**config.mk**
```make
export PLATFORM = sky130hd
export DESIGN_NAME = mii_frame_monitor
export DESIGN_NICKNAME = d
export VERILOG_FILES = /design/src/rtl/mii_frame_monitor.sv
export SDC_FILE = /design/constraint.sdc
export NUM_CORES = 1
export LEC_CHECK = 0
export CAP_MARGIN = 20
export CORE_MARGIN = 2
export CORE_UTILIZATION = 59
export CTS_BUF_LIST = sky130_fd_sc_hd__clkbuf_16
export CTS_CLUSTER_DIAMETER = 40
export DETAILED_ROUTE_END_ITERATION = 6
export PLACE_DENSITY = 0.84
export SLEW_MARGIN = 20
export SYNTH_ARGS = -nofsm -noshare
export SYNTH_HDL_FRONTEND = slang
export SYNTH_SLANG_ARGS = --single-unit
```
**constraint.sdc**
```tcl
create_clock -name clk -period 15.1 [get_ports clk]
set_input_delay 2.265 -clock clk [delete_from_list [all_inputs] [get_ports clk]]
set_output_delay 2.265 -clock clk [all_outputs]
set_load 0.02 [all_outputs]
```
**src/rtl/mii_frame_monitor.sv**
```systemverilog
// Passive START/TERM/IDLE framing monitor for a wide xGMII-style TX bus (one ctrl bit per byte lane).
// Define MII_MON_STATS_EN to build the saturating frame/error counters; otherwise they read 0.
module mii_frame_monitor #(
  parameter int unsigned DATA_WIDTH = 64,
  parameter int unsigned CTRL_WIDTH = DATA_WIDTH / 8,
  parameter logic [7:0]  IDLE_CODE  = 8'h07,
  parameter logic [7:0]  START_CODE = 8'hFB,
  parameter logic [7:0]  TERM_CODE  = 8'hFD,
  parameter int unsigned MIN_FRAME  = 64,
  parameter int unsigned MAX_FRAME  = 1518,
  parameter int unsigned MIN_IPG    = 12,
  parameter int unsigned CNT_W      = 32
) (
  input  logic                  clk,
  input  logic                  i_rst,
  input  logic [DATA_WIDTH-1:0] i_tx_data,
  input  logic [CTRL_WIDTH-1:0] i_tx_ctrl,
  output logic                  payload_error,
  output logic                  intergap_error,
  output logic                  other_error,
  output logic                  o_in_frame,
  output logic [CNT_W-1:0]      o_frame_count,
  output logic [CNT_W-1:0]      o_error_count
);

  localparam int unsigned     Lanes  = CTRL_WIDTH;
  localparam int unsigned     LenW   = $clog2(MAX_FRAME + 2);
  localparam logic [LenW-1:0] LenSat = LenW'(MAX_FRAME + 1);
  localparam logic [LenW-1:0] LenMin = LenW'(MIN_FRAME);
  localparam logic [LenW-1:0] LenMax = LenW'(MAX_FRAME);
  localparam logic [15:0]     IpgMin = 16'(MIN_IPG);

  typedef enum logic [0:0] {StIdle, StFrame} state_e;

  state_e          state_q, state_d;
  logic [LenW-1:0] len_q, len_d;
  logic [15:0]     ipg_q, ipg_d;
  logic            first_q, first_d;
  logic            pay_err_q, pay_err_d;
  logic            ipg_err_q, ipg_err_d;
  logic            oth_err_q, oth_err_d;
  logic            good_d;
  logic [7:0]      code;

  always_ff @(posedge clk) begin
    if (i_rst) begin
      state_q   <= StIdle;
      len_q     <= '0;
      ipg_q     <= '0;
      first_q   <= 1'b1;
      pay_err_q <= 1'b0;
      ipg_err_q <= 1'b0;
      oth_err_q <= 1'b0;
    end else begin
      state_q   <= state_d;
      len_q     <= len_d;
      ipg_q     <= ipg_d;
      first_q   <= first_d;
      pay_err_q <= pay_err_d;
      ipg_err_q <= ipg_err_d;
      oth_err_q <= oth_err_d;
    end
  end

  // Walk the lanes in order; the state seen by lane k is the state left by lane k-1.
  always_comb begin
    state_d   = state_q;
    len_d     = len_q;
    ipg_d     = ipg_q;
    first_d   = first_q;
    pay_err_d = 1'b0;
    ipg_err_d = 1'b0;
    oth_err_d = 1'b0;
    good_d    = 1'b0;
    code      = '0;
    for (int unsigned k = 0; k < Lanes; k++) begin
      code = i_tx_data[8*k +: 8];
      if (state_d == StIdle) begin
        if (!i_tx_ctrl[k]) begin
          oth_err_d = 1'b1;
        end else if (code == IDLE_CODE) begin
          if (ipg_d != 16'hFFFF) ipg_d = ipg_d + 16'd1;
        end else if (code == START_CODE && k == 0) begin
          if (!first_d && ipg_d < IpgMin) ipg_err_d = 1'b1;
          state_d = StFrame;
          ipg_d   = '0;
          len_d   = '0;
          first_d = 1'b0;
        end else begin
          // TERM without a frame, START off lane 0, or unknown control code
          oth_err_d = 1'b1;
        end
      end else begin
        if (!i_tx_ctrl[k]) begin
          if (len_d != LenSat) len_d = len_d + LenW'(1);
        end else if (code == TERM_CODE) begin
          state_d = StIdle;
          if (len_d < LenMin || len_d > LenMax) pay_err_d = 1'b1;
          else                                  good_d    = 1'b1;
        end else if (code == START_CODE && k == 0) begin
          // Abort and restart: the aborted frame gets no length or gap check
          oth_err_d = 1'b1;
          len_d     = '0;
          ipg_d     = '0;
        end else begin
          oth_err_d = 1'b1;
        end
      end
    end
  end

  always_comb begin
    o_in_frame     = (state_q == StFrame);
    payload_error  = pay_err_q;
    intergap_error = ipg_err_q;
    other_error    = oth_err_q;
  end

`ifdef MII_MON_STATS_EN
  logic [CNT_W-1:0] frame_cnt_q, err_cnt_q;

  always_ff @(posedge clk) begin
    if (i_rst) begin
      frame_cnt_q <= '0;
      err_cnt_q   <= '0;
    end else begin
      if (good_d && frame_cnt_q != '1) frame_cnt_q <= frame_cnt_q + CNT_W'(1);
      if ((pay_err_d || ipg_err_d || oth_err_d) && err_cnt_q != '1) begin
        err_cnt_q <= err_cnt_q + CNT_W'(1);
      end
    end
  end

  assign o_frame_count = frame_cnt_q;
  assign o_error_count = err_cnt_q;
`else
  logic unused_good;
  assign unused_good   = good_d;
  assign o_frame_count = '0;
  assign o_error_count = '0;
`endif

endmodule

```
==> flow_summary.rst <==
.. list-table::
   :header-rows: 1

   * - Metric
     - Value
   * - Status
     - finished with violations
   * - Failing checks
     - design-rule violations
   * - Least-Margin Pin Slew
     - 1.041 ns
   * - Post-DP HPWL
     - 28070 um
   * - Final setup skew
     - 0.003157 ns
   * - Cell types with the highest counts after synthesis
     - nand2_1, nor2_1, a21oi_1, xnor2_1, buf_4
   * - Power density over the cells
     - 21.27 nW/um^2
   * - Clock net sink count
     - 32
   * - Placement row count
     - 49
   * - Share of async-settable or async-resettable flops after synthesis
     - 0
   * - NumNets Final
     - 1715
   * - Area of all placed cells without fillers
     - 11800 um^2
   * - Post-synth top area cell
     - xnor2_1
   * - Max Transition Viols Final
     - 0
   * - Largest net degree at the start of global routing
     - 35
   * - Portion of synthesized cell area occupied by the leading cell type
     - 0.06556
   * - Most frequent cell after synthesis
     - nand2_1
   * - Peak Freq
     - 69.78 MHz
   * - Pre-CTS setup slack
     - 0.4551 ns
   * - Via count of the first global-routing pass
     - 11560
   * - Clk Tree Root Cell
     - clkbuf_16
   * - Sequential area share after synthesis
     - 0.05847
   * - Synth-to-Final Area Change
     - 7.664%
   * - Highest ir drop seen on vdd
     - 0.03957 mV
   * - Area contributors post-synth
     - xnor2_1, dfxtp_1, buf_4
   * - Setup Crit Path Kind
     - in2reg
   * - Number of instances in the synthesized netlist
     - 1576
   * - Element type at the critical path start
     - input pin
   * - Antenna violations before repair
     - 0
   * - Placed cell areas
     - 11600 um^2
   * - Mean area per synthesized cell
     - 6.951 um^2
   * - Number of max-cap violations
     - 0
   * - Accumulated negative setup slack
     - 0 ns
   * - Most used DFF post-synth
     - dfxtp_1
   * - Via count
     - 13010
   * - Drc violations
     - 3
   * - WL final
     - 35360 um
   * - Delay of the slowest critical-path stage
     - 0.48 ns
   * - Vias per cell
     - 7.012
   * - Final number of setup-violating endpoints
     - 0
   * - Buffer depth of the longest clock path
     - 2
   * - Layout cell share with drive strength beyond 1
     - 0.09102
   * - Setup repair after global routing missed its margin
     - false
   * - Critical path required time
     - 15.24 ns
   * - Initial core utilization
     - 0.6057
   * - Final antenna-violating net count
     - 0
   * - Drt wl/cell
     - 19.05 um
   * - CP max FO
     - 13
   * - Final hold viol count
     - 0
   * - First drt pass iteration count
     - 7
   * - Number of ports placed on the die boundary
     - 142
   * - Wire length of the first global-routing pass
     - 56810 um
   * - Clock tree from TritonCTS
     - done
   * - Largest delay contributor family on the critical path
     - simple AND/OR/NAND/NOR gates
   * - Class of the most critical hold timing path
     - reg2reg
   * - Endpoint kind of the worst setup timing path
     - register
   * - Part of the cycle the worst path needs
     - 0.9491
   * - Number of buffers inserted by port buffering
     - 77
   * - Die H
     - 140.3 um
   * - Distinct cell type count after synthesis
     - 129
   * - Core box area
     - 18090 um^2
   * - Smallest setup slack after layout
     - 0.7686 ns
   * - Routability Congestion
     - 1.015
   * - Number of buffers created by CTS
     - 5
   * - Count of flip-flops with a built-in enable after synthesis
     - 0
   * - Synthesized cell area
     - 10960 um^2
   * - GRT Util Overall
     - 0.3382
   * - H-tree levels
     - 2
   * - Latest clock arrival within the worst-skew pair
     - 0.27 ns
   * - Post-route minimum period
     - 14.33 ns
   * - Leak Pwr
     - 3.834 nW
   * - Data arrival time of the critical path
     - 14.48 ns
   * - Starting DRC count in detailed routing
     - 1715
   * - CP bufs+invs
     - 6
   * - CTS clock-pin slew for the worst setup and hold paths
     - 0.05 ns
   * - Global-route congestion overflow total
     - 0
   * - Worst rel slew slack
     - 0.3013
   * - Standard cell with the maximum stage delay on the critical path
     - o41ai_4
   * - Number of synthesis warnings
     - 0
   * - Flop and latch count out of synthesis
     - 32
   * - Overall die area
     - 19670 um^2
   * - Die outline width
     - 140.3 um
   * - Post-CTS setup buffer count
     - 0
==> worst min-delay path, stage by stage (launching register included) <==
cell     delay (ns)
dfxtp_1        0.31
nor2_1         0.10
a31oi_1        0.05
==> power by group <==
part	switching, mW	total (mW)	internal, mW
sequential	0.000400	0.0852	0.0848
clock	0.0357	0.113	0.0773
combinational	0.0309	0.0527	0.0218
==> stage by stage <==
| stage | instances | util | total power [mW] | hold slack [ns] |
|---|---|---|---|---|
| 2_1_floorplan | 1639 | - | 0.1254 | 0.4657 |
| 3_3_place_gp | 1847 | 0.6412 | 0.1378 | 0.4745 |
| 3_5_place_dp | 1847 | 0.6412 | 0.1386 | 0.4832 |
| 4_1_cts | 1855 | 0.6504 | 0.2498 | 0.5114 |
| 5_1_grt | 1855 | 0.6520 | 0.2578 | 0.5149 |
| 6_report | 1856 | 0.6522 | 0.2509 | 0.5100 |
==> cell type report <==
class | count | area (um^2)
sequential | 32 | 640.6
tap | 229 | 286.5
timing repair buffer | 97 | 923.4
multi-input combinational | 1451 | 9632
fill | 1595 | 6291
antenna | 1 | 2.502
inverter | 38 | 142.6
clock buffer | 5 | 125.1
clock inverter | 3 | 42.54
==> kinds of logic (layout without fill, tap and decap cells) <==
group	after synthesis	in the layout	share of synthesized area
buf+inv	156	143	0.08634
other cells	1	65	0.0003423
mux	54	54	0.05322
flops	32	32	0.05847
xor+xnor	116	116	0.09411
compound gates	474	474	0.3230
simple gates	727	727	0.3663
fa+ha+maj	16	16	0.01827
==> sequential cells by signal, indices dropped and copies added, names as in the netlist <==
name            cells
intergap_error      1
first_q             1
payload_error       1
ipg_q              16
other_error         1
len_q              11
o_in_frame          1
==> final timing paths <==
path,from,end,slack (ns),cells after the start
worst min-delay path,first_q,first_q,0.51,2
worst max register to register,ipg_q[0],ipg_q[14],2.66,49
worst max-delay path,i_tx_data[4],ipg_q[14],0.77,49
worst min register to register,first_q,first_q,0.51,2
==> per-layer routing <==
metal	track usage	up-vias	part of all wire	wire length (um)
met5	0	-	0	0
met2	0.5413	880	0.44	15390
met4	0.09516	0	0.025	888
met1	0.4762	5957	0.43	15230
met3	0.04444	90	0.11	3850
li1	-	6087	-	-
==> timing repair <==
item                       in CTS  in global routing
resized for setup               0                  6
hold endpoints to repair        0                  0
hold buffers                    0                  0
setup endpoints to repair       0                 16
==> layout by cell type, fill, tap and decap left out, types with 19 or more instances in the layout <==
cell type	netlist	routed
a211oi_1	22	22
inv_1	38	38
nor4_1	51	51
mux2i_1	25	25
dfxtp_1	32	32
nor2_1	115	115
a21oi_1	82	82
a21o_1	24	24
conb_1	1	64
xnor2_1	82	82
xor2_1	32	32
or3_1	19	19
and3_1	46	46
nand2_1	151	151
mux2_2	23	23
nand3_1	73	73
a31oi_1	37	37
clkdlybuf4s50_1	0	76
and2_1	29	29
o21ai_0	70	70
nand4_1	44	44
o21a_1	22	22
nor3_1	65	65
buf_4	80	20
No activity file was read; power rests on OpenSTA's default activity.
